**src/rtl/lsu_pkg.sv**
```systemverilog
// Shared types for the load/store unit: FSM states, funct3 encodings and the access legality check.
// Pure declarations; no latency or backpressure of its own.
package lsu_pkg;

  typedef enum logic [1:0] {
    S_IDLE  = 2'd0,
    S_ISSUE = 2'd1,
    S_WAIT  = 2'd2,
    S_RESP  = 2'd3
  } lsu_state_e;

  localparam logic [2:0] F3_B  = 3'b000;
  localparam logic [2:0] F3_H  = 3'b001;
  localparam logic [2:0] F3_W  = 3'b010;
  localparam logic [2:0] F3_BU = 3'b100;
  localparam logic [2:0] F3_HU = 3'b101;

  // Unsigned variants exist only for loads; alignment follows the access size.
  function automatic logic lsu_access_err(input logic we, input logic [2:0] funct3,
                                          input logic [1:0] addr_lo);
    logic legal;
    logic mis;
    legal = 1'b0;
    mis   = 1'b0;
    case (funct3)
      F3_B:  legal = 1'b1;
      F3_H:  begin legal = 1'b1; mis = addr_lo[0]; end
      F3_W:  begin legal = 1'b1; mis = |addr_lo;   end
      F3_BU: legal = !we;
      F3_HU: begin legal = !we;  mis = addr_lo[0]; end
      default: legal = 1'b0;
    endcase
    return !legal || mis;
  endfunction

endpackage

```
**src/rtl/lsu_load_align.sv**
```systemverilog
// Combinational load-data extractor: picks the byte/halfword lane and sign- or zero-extends it.
// Zero latency, no flow control.
module lsu_load_align
  import lsu_pkg::*;
#(
  parameter int DATA_W = 32
) (
  input  logic [DATA_W-1:0] rdata,
  input  logic [1:0]        addr,
  input  logic [2:0]        funct3,
  output logic [DATA_W-1:0] ext_data
);

  logic [7:0]  byte_sel;
  logic [15:0] half_sel;

  always_comb begin
    byte_sel = rdata[{addr, 3'b000} +: 8];
    half_sel = rdata[{addr[1], 4'b0000} +: 16];
    case (funct3)
      F3_B:    ext_data = {{(DATA_W-8){byte_sel[7]}}, byte_sel};
      F3_H:    ext_data = {{(DATA_W-16){half_sel[15]}}, half_sel};
      F3_BU:   ext_data = {{(DATA_W-8){1'b0}}, byte_sel};
      F3_HU:   ext_data = {{(DATA_W-16){1'b0}}, half_sel};
      default: ext_data = rdata;
    endcase
  end

endmodule

```
**src/rtl/load_store_unit.sv**
```systemverilog
// Single-outstanding load/store unit: store responds 2 cycles after accept, load 2+MEM_LAT.
// req_ready only in IDLE; a response is held in RESP until resp_ready.
module load_store_unit
  import lsu_pkg::*;
#(
  parameter int DM_ADDRESS = 9,
  parameter int DATA_W     = 32,
  parameter int MEM_LAT    = 1
) (
  input  logic                  clk,
  input  logic                  reset,
  input  logic                  req_valid,
  output logic                  req_ready,
  input  logic                  req_we,
  input  logic [DM_ADDRESS-1:0] req_addr,
  input  logic [DATA_W-1:0]     req_wdata,
  input  logic [2:0]            req_funct3,
  output logic                  resp_valid,
  input  logic                  resp_ready,
  output logic [DATA_W-1:0]     resp_rdata,
  output logic                  resp_err,
  output logic [DM_ADDRESS-1:0] mem_addr,
  output logic                  mem_re,
  output logic [3:0]            mem_wr,
  output logic [DATA_W-1:0]     mem_wdata,
  input  logic [DATA_W-1:0]     mem_rdata
);

  localparam logic [2:0] CNT_LAST = 3'(MEM_LAT - 1);

  lsu_state_e            state_q, state_d;
  logic                  we_q, we_d;
  logic [DM_ADDRESS-1:0] addr_q, addr_d;
  logic [DATA_W-1:0]     wdata_q, wdata_d;
  logic [2:0]            f3_q, f3_d;
  logic [2:0]            cnt_q, cnt_d;
  logic [DATA_W-1:0]     rdata_q, rdata_d;
  logic                  err_q, err_d;

  logic                  acc_err;
  logic [DATA_W-1:0]     ld_ext;

  assign acc_err = lsu_access_err(we_q, f3_q, addr_q[1:0]);

  lsu_load_align #(.DATA_W(DATA_W)) u_load_align (
    .rdata    (mem_rdata),
    .addr     (addr_q[1:0]),
    .funct3   (f3_q),
    .ext_data (ld_ext)
  );

  always_ff @(posedge clk) begin
    if (reset) begin
      state_q <= S_IDLE;
      we_q    <= 1'b0;
      addr_q  <= '0;
      wdata_q <= '0;
      f3_q    <= '0;
      cnt_q   <= '0;
      rdata_q <= '0;
      err_q   <= 1'b0;
    end else begin
      state_q <= state_d;
      we_q    <= we_d;
      addr_q  <= addr_d;
      wdata_q <= wdata_d;
      f3_q    <= f3_d;
      cnt_q   <= cnt_d;
      rdata_q <= rdata_d;
      err_q   <= err_d;
    end
  end

  always_comb begin
    state_d = state_q;
    we_d    = we_q;
    addr_d  = addr_q;
    wdata_d = wdata_q;
    f3_d    = f3_q;
    cnt_d   = cnt_q;
    rdata_d = rdata_q;
    err_d   = err_q;
    case (state_q)
      S_IDLE: begin
        if (req_valid) begin
          we_d    = req_we;
          addr_d  = req_addr;
          wdata_d = req_wdata;
          f3_d    = req_funct3;
          state_d = S_ISSUE;
        end
      end
      S_ISSUE: begin
        cnt_d   = '0;
        rdata_d = '0;
        err_d   = acc_err;
        state_d = (acc_err || we_q) ? S_RESP : S_WAIT;
      end
      S_WAIT: begin
        // mem_rdata is valid exactly MEM_LAT cycles after the ISSUE cycle.
        if (cnt_q == CNT_LAST) begin
          rdata_d = ld_ext;
          state_d = S_RESP;
        end else begin
          cnt_d = cnt_q + 3'd1;
        end
      end
      S_RESP: begin
        if (resp_ready) state_d = S_IDLE;
      end
      default: state_d = S_IDLE;
    endcase
  end

  always_comb begin
    req_ready  = (state_q == S_IDLE);
    resp_valid = (state_q == S_RESP);
    resp_rdata = resp_valid ? rdata_q : '0;
    resp_err   = resp_valid && err_q;
    mem_addr   = '0;
    mem_re     = 1'b0;
    mem_wr     = 4'b0000;
    mem_wdata  = '0;
    case (state_q)
      S_ISSUE: begin
        mem_addr = {addr_q[DM_ADDRESS-1:2], 2'b00};
        if (!acc_err) begin
          if (we_q) begin
            case (f3_q[1:0])
              2'b00: begin
                mem_wr    = 4'b0001 << addr_q[1:0];
                mem_wdata = {(DATA_W/8){wdata_q[7:0]}};
              end
              2'b01: begin
                mem_wr    = 4'b0011 << {addr_q[1], 1'b0};
                mem_wdata = {(DATA_W/16){wdata_q[15:0]}};
              end
              default: begin
                mem_wr    = 4'b1111;
                mem_wdata = wdata_q;
              end
            endcase
          end else begin
            mem_re = 1'b1;
          end
        end
      end
      S_WAIT: mem_addr = {addr_q[DM_ADDRESS-1:2], 2'b00};
      default: ;
    endcase
  end

endmodule

```
**config.mk**
```make
export PLATFORM = sky130hd
export DESIGN_NAME = load_store_unit
export DESIGN_NICKNAME = d
export VERILOG_FILES = /design/src/rtl/lsu_pkg.sv /design/src/rtl/lsu_load_align.sv /design/src/rtl/load_store_unit.sv
export SDC_FILE = /design/constraint.sdc
export NUM_CORES = 1
export LEC_CHECK = 0
export CAP_MARGIN = 20
export CORE_ASPECT_RATIO = 0.6
export CORE_MARGIN = 1.5
export CORE_UTILIZATION = 45
export CTS_CLUSTER_DIAMETER = 40
export DETAILED_ROUTE_END_ITERATION = 10
export GPL_ROUTABILITY_DRIVEN = 0
export MAX_ROUTING_LAYER = met4
export PLACE_DENSITY = 0.81
export SLEW_MARGIN = 25
export SYNTH_ARGS = -nofsm -noshare
export SYNTH_HDL_FRONTEND = slang
export SYNTH_SLANG_ARGS = --single-unit
```
**constraint.sdc**
```tcl
create_clock -name clk -period 2.54 [get_ports clk]
set_input_delay 0.508 -clock clk [delete_from_list [all_inputs] [get_ports clk]]
set_output_delay 0.508 -clock clk [all_outputs]
set_load 0.05 [all_outputs]
```
* After elaboration in Yosys (flattened, before gate mapping)
Cells that the tools add are included.
** Storage, ports and cells
- Flip-flop bits (word level) :: 83
- Bits of input ports :: 81
- Word-level logic and storage cells :: 69
** Operators by class
- $add $sub $neg :: 1
- Equality and inequality tests :: 12
- Shift-type cells :: 4
- Muxes and demuxes :: 25
- Reductions and logical operators :: 19
** Operator list (count)
- 32-bit 2-to-1 mux :: 5
- 32-bit case mux with 2 select lines :: 2
- 32-bit case mux with 4 select lines :: 1
- 32-bit by 6-bit indexed part select with 16-bit output :: 1
- 32-bit by 6-bit indexed part select with 8-bit output :: 1
- 4-bit 2-to-1 mux :: 3
- 9-bit 2-to-1 mux :: 1
- 2-bit case mux with 4 select lines :: 1
- 4-bit case mux with 2 select lines :: 1
- 2-bit OR reduction :: 4
- 3-bit equality test, second input constant :: 2
- 3-bit logical NOT :: 2
- 2-bit 2-to-1 mux :: 3
- 2-bit != test, second input constant :: 3
- 3-bit case mux with 2 select lines :: 1
- 2-bit AND reduction :: 3
- 2-bit by 1-bit equality test with 1-bit output, second input constant :: 2
- 2-bit equality test, second input constant :: 2
- 2-bit logical NOT :: 2
- 1-bit 2-to-1 mux :: 4
- 1-bit case mux with 2 select lines :: 2
- 1-bit by 2-bit left shift with 4-bit output, first input constant :: 1
- 2-bit by 2-bit left shift with 4-bit output, first input constant :: 1
- 3-bit by 1-bit adder with 3-bit output, second input constant :: 1
- 10 further kinds :: 12

* Logic depth before layout (Yosys ltp)
- Depth after elaboration :: 8
- Mapped depth :: 9
- Mapped depth without buffers :: 6

* Modules after synthesis
Synthesis repeated with hierarchy kept, for this count alone.
** Unflattened totals
- Cells, all modules :: 624
- Area total of the unflattened synthesis :: 4765.8 µm²
** Modules (own cells, without submodules)
- load_store_unit :: instances 1, cells each 506, area each 3971.3 µm², seq. area each 1661.6 µm²
- lsu_load_align :: instances 1, cells each 118, area each 794.5 µm², seq. area each 0.0 µm²

* Least setup slack after synthesis
OpenSTA, ideal clock, no wires.
- Kind :: reg2out
- From :: register addr_q[0]
- To :: output mem_wr[3]
- Arrival time :: 2306 ps
- Data required time :: 2032 ps
- Path slack :: -274 ps
- Stages on the path, launching flop included :: 6
- Buffers on the path :: 1
- Path through :: dfxtp_1 buf_2 nor4_1 a21o_1 nand3_4 a211oi_1
** On the way
- Cells in the longest elaborated chain, start to end :: 5
- Elaborated cells on any way between the ends :: 8
- Those cells by class :: shift: 1; mux: 5; reduce/logical: 2
** Ends and longest elaborated chain
- start, declared :: line load_store_unit.sv:33 : logic [DM_ADDRESS-1:0] addr_q, addr_d;
- start signal, assigned :: line load_store_unit.sv:65 : addr_q <= addr_d;
- 1-bit by 2-bit left shift with 4-bit output or 2-bit OR reduction (tied branches) :: line load_store_unit.sv:131, lsu_pkg.sv:28
- 4-bit case mux with 2 select lines or 1-bit case mux with 2 select lines (tied branches) :: line load_store_unit.sv:129, lsu_pkg.sv:25
- 4-bit 2-to-1 mux or 1-bit logical OR (tied branches) :: line load_store_unit.sv:128, lsu_pkg.sv:33
- 4-bit 2-to-1 mux (*) :: line load_store_unit.sv:127 : if (!acc_err) begin
- 4-bit 2-to-1 mux (*) :: line load_store_unit.sv:124 : case (state_q)
- end, declared :: line load_store_unit.sv:24 : output logic [3:0] mem_wr,
Every way passes the cells marked *; elsewhere a longest branch is shown, timed or not.

* Worst setup path after layout
- From :: register state_q[0]
- To :: output req_ready
** On the way
- Cells in the longest elaborated chain, start to end :: 1
** Ends and longest elaborated chain
- start, declared :: line load_store_unit.sv:31 : lsu_state_e state_q, state_d;
- start signal, assigned :: line load_store_unit.sv:63 : state_q <= state_d;
- 2-bit logical NOT :: line load_store_unit.sv:116 : req_ready = (state_q == S_IDLE);
- end, declared :: line load_store_unit.sv:13 : output logic req_ready,
No other way between the ends.

==> parameters.txt <==
Parameter                              Value

Run status
  Status    completed

Detailed routing
  Residual DRC count    0
  Remaining number of nets flagged by the antenna check after routing    0
  Vias post-DR    4737
  First-pass iteration count of the detailed router    5
  Per-cell via count in the routed design    5.65
  Detailed-route wire length    between 10000 and 15000 µm
  Detailed Route Iter0 Violations    328
  Detailed-route wire length per cell    17.8 µm

CTS
  Clock root buffer    clkbuf_16
  TritonCTS clock tree    done
  Hold_buf cts    0
  Clock slew at reported path FFs    0.06 ns
  Insertion delay to the later sink of the worst-skew pair    0.34 ns
  Htree depth    3
  Number of clock buffers inserted by TritonCTS    9
  Maximum clock path buffer count    2
  Clock sinks    between 80 and 90

Floorplanning
  Number of rows created at floorplan    27
  Die area    10300 µm²
  Core outline area    9260 µm²
  IO Count    162
  Initial standard-cell utilization of the core    46.8%
  Die Wd    130 µm
  Die height    between 70 and 80 µm

STA
  Final setup fails    0
  Final Skew    0.00352 ns
  Max-slew violation count    0
  Hold Worst Slack    0.449 ns
  Count of final hold-check violations    0
  Final clock period utilization by the worst path    97.4%
  Maximum clock rate    404 MHz
  Slew at the pin closest to its max-slew limit    0.945 ns
  Final critical delay including setup and external delays    around 2.5 ns
  Tightest slew margin relative to the limit    36.8%

Setup path
  Count of cells along the worst register-to-register path    6
  Capturing element type of the critical path    primary output
  Setup CP Type    reg -> out
  Critical register-to-register path endpoint    rdata_q[19]$_SDFFE_PP0P_
  Worst flop-to-flop path startpoint    state_q[0]$_SDFFE_PP0P_
  Critical path launch point type    flip-flop
  Register-to-register path setup slack    0.25 ns
  Peak fanout along the critical path    6
  Crit path launch    state_q[0]$_SDFFE_PP0P_
  Data arrival at the endpoint of the critical path    approximately 2.0 ns
  Crit path required time    roughly 2.0 ns
  End of the critical path    req_ready

Pwr
  Fraction of power spent switching nets    around 39%
  P_leak    2.65 nW
  Combinational power share    around 40%
  Sequential cell fraction of total power    35.2%
  Peak VDD IR    471 µV
  Power density over cell area    692 nW/µm²
  Switching power summed over all nets    0.00190 W
  Share of total power in the clock network    24.4%
  Total power after layout    0.00492 W
  Internal power consumption    between 0.003 and 0.004 W

Synthesis
  Mean cell area of the mapped netlist    7.76 µm²
  Async set-reset flop share out of synthesis    0%
  Synth warnings    0
  Number of cells produced by synthesis    559
  Synthesized area    4340 µm²
  Top cell types by occurrence after synthesis    nand2_1 (128), dfxtp_1 (83), a21oi_1 (75)
  Most frequently used cell type in the post-synthesis netlist    nand2_1
  Number of enable-type register cells in the synthesized netlist    0
  Area share of the largest cell type after synthesis    between 30% and 40%
  Fraction of the yosys area taken by sequential cells    38.3%
  Post-synthesis cell type with the largest combined area    dfxtp_1
  Cell types occupying the most area after synthesis    dfxtp_1 (38%), nand2_1 (11%), a21oi_1 (8.7%), and2_1 (7.1%), mux2i_1 (6.2%)
  Count of different cell masters after synthesis    between 40 and 50
  Most used flip-flop cell after synthesis    dfxtp_1
  Number of flip-flops and latches in the synthesized netlist    83

Global route
  Remaining Overflow, GRT    0
  Maximum number of pins on one net before global-route repair    46
  Global-route wire length before repair    23300 µm
  Initial antenna violation count    0
  Number of global-route vias before repair    roughly 4600
  Overall Global Routing Usage    30.4%

Layout
  Fill cell count    ~640
  Area Overhead vs Synth    64.1%
  Antenna diode instance count    0
  Number of nets in the finished design    790
  Core occupancy in the finished layout    76.8%
  Share of post-route cells with drive strength above 1    19.9%

Hold path
  Min-Delay Path Class    reg -> reg

Placement
  # port buffers    159
  HPWL reported at the end of detailed placement    around 11000 µm

Run
  Maxcap violations    0
-- state kept, by name, indices dropped and copies added (netlist names) --
name / cells
rdata_q: 32
wdata_q: 32
cnt_q: 3
err_q: 1
state_q: 2
we_q: 1
f3_q: 3
addr_q: 9
-- per-stage QoR --
| step | instances | area, µm² | TNS, ns | setup WS [ns] |
|---|---|---|---|---|
| 2_1_floorplan | 560 | 4350 | -0.0510 | -0.0255 |
| 3_3_place_gp | 820 | 6700 | 0 | 0.197 |
| 3_5_place_dp | 820 | 6700 | 0 | 0.0789 |
| 4_1_cts | 838 | 7090 | 0 | 0.00940 |
| 5_1_grt | 838 | 7110 | -0.00439 | -0.00439 |
| 6_report | 838 | 7110 | 0 | 0.0652 |
-- layout make-up --
cell class | count | area [µm²] | share of cell area, %
inverters | 8 | 30.0 | 0.422
well taps | 130 | 163 | 2.29
flip-flops and latches | 83 | 1670 | 23.4
repair buffers | 173 | 2410 | 33.9
multi-input cells | 428 | 2570 | 36.1
clock inverters | 2 | 10.0 | 0.141
clock buffers | 14 | 264 | 3.71
-- power by group through the flow --
| stage | sequential [W] | clock [W] | combinational, W |
|---|---|---|---|
| global route | 0.00176 | 0.00128 | 0.00212 |
| global placement | 0.00172 | 0 | 0.00180 |
| CTS | 0.00172 | 0.00122 | 0.00194 |
| finish | 0.00173 | 0.00120 | 0.00199 |
| floorplan | 0.00168 | 0 | 0.00128 |
| detailed placement | 0.00174 | 0 | 0.00186 |
-- layer usage --
metal  track usage, %  up-vias  share of wire (%)
met5                -        -                  0
met4             10.0        0                2.5
met3             8.15       35                8.5
met2             49.7      243                 47
met1             36.5     2274                 42
li1                 -     2185                  -
-- cells by family after synthesis --
kind of cell | count (synthesis) | synth area share, %
and+or+nand+nor | 252 | 28.1
other | 1 | 0.0865
DFF | 83 | 38.3
muxes | 30 | 7.27
adders and majority gates | 6 | 1.73
AOI/OAI and AO/OA | 137 | 19.1
buffers and inverters | 50 | 5.31
-- critical path, stage by stage, from the launching register on --
cell and delay, ns:
dfxtp_1 0.35, inv_1 0.13, ha_1 0.29, clkdlybuf4s50_1 0.85
-- worst min path at each step --
stage,to,cells past startpoint,from
detailed placement,rdata_q[4]$_SDFFE_PP0P_,2,rdata_q[4]$_SDFFE_PP0P_
CTS,addr_q[8]$_SDFFE_PP0P_,2,addr_q[8]$_SDFFE_PP0P_
floorplan,rdata_q[0]$_SDFFE_PP0P_,2,rdata_q[0]$_SDFFE_PP0P_
global placement,rdata_q[10]$_SDFFE_PP0P_,2,rdata_q[10]$_SDFFE_PP0P_
finish,addr_q[8]$_SDFFE_PP0P_,2,addr_q[8]$_SDFFE_PP0P_
global route,addr_q[4]$_SDFFE_PP0P_,2,addr_q[4]$_SDFFE_PP0P_
-- what timing repair did --
item / in CTS / in global routing
buffers inserted: 1 / 0
cloned: 1 / 0
resized for setup: 20 / 7
pin swaps: 1 / 0
endpoints found under the setup margin: 36 / 41
-- cell usage in the layout (no fill, tap or decap), types with 2 or more instances in the layout --
cell type	synthesis	final
nand3_1	2	2
a32o_1	4	4
clkdlybuf4s50_1	0	80
mux2_2	2	2
nor3_1	5	4
o21ai_0	26	26
and2_1	49	49
o22ai_1	3	3
clkinv_2	0	2
nand2_1	128	128
a21oi_2	0	9
clkbuf_16	0	9
buf_12	0	73
clkbuf_1	25	3
nand3_4	1	2
nand2b_1	8	8
a221o_1	16	16
nor3_4	0	2
nor2_1	33	28
buf_4	4	19
mux2i_1	27	27
inv_1	8	8
a21bo_1	3	3
nor2b_1	10	10
or3_1	4	4
nor2_2	2	7
ha_1	6	5
dfxtp_1	83	80
a21oi_1	75	66
a31oi_1	2	2
clkbuf_8	0	2
conb_1	1	2
dfxtp_2	0	3
No activity file was read; power rests on OpenSTA's default activity.
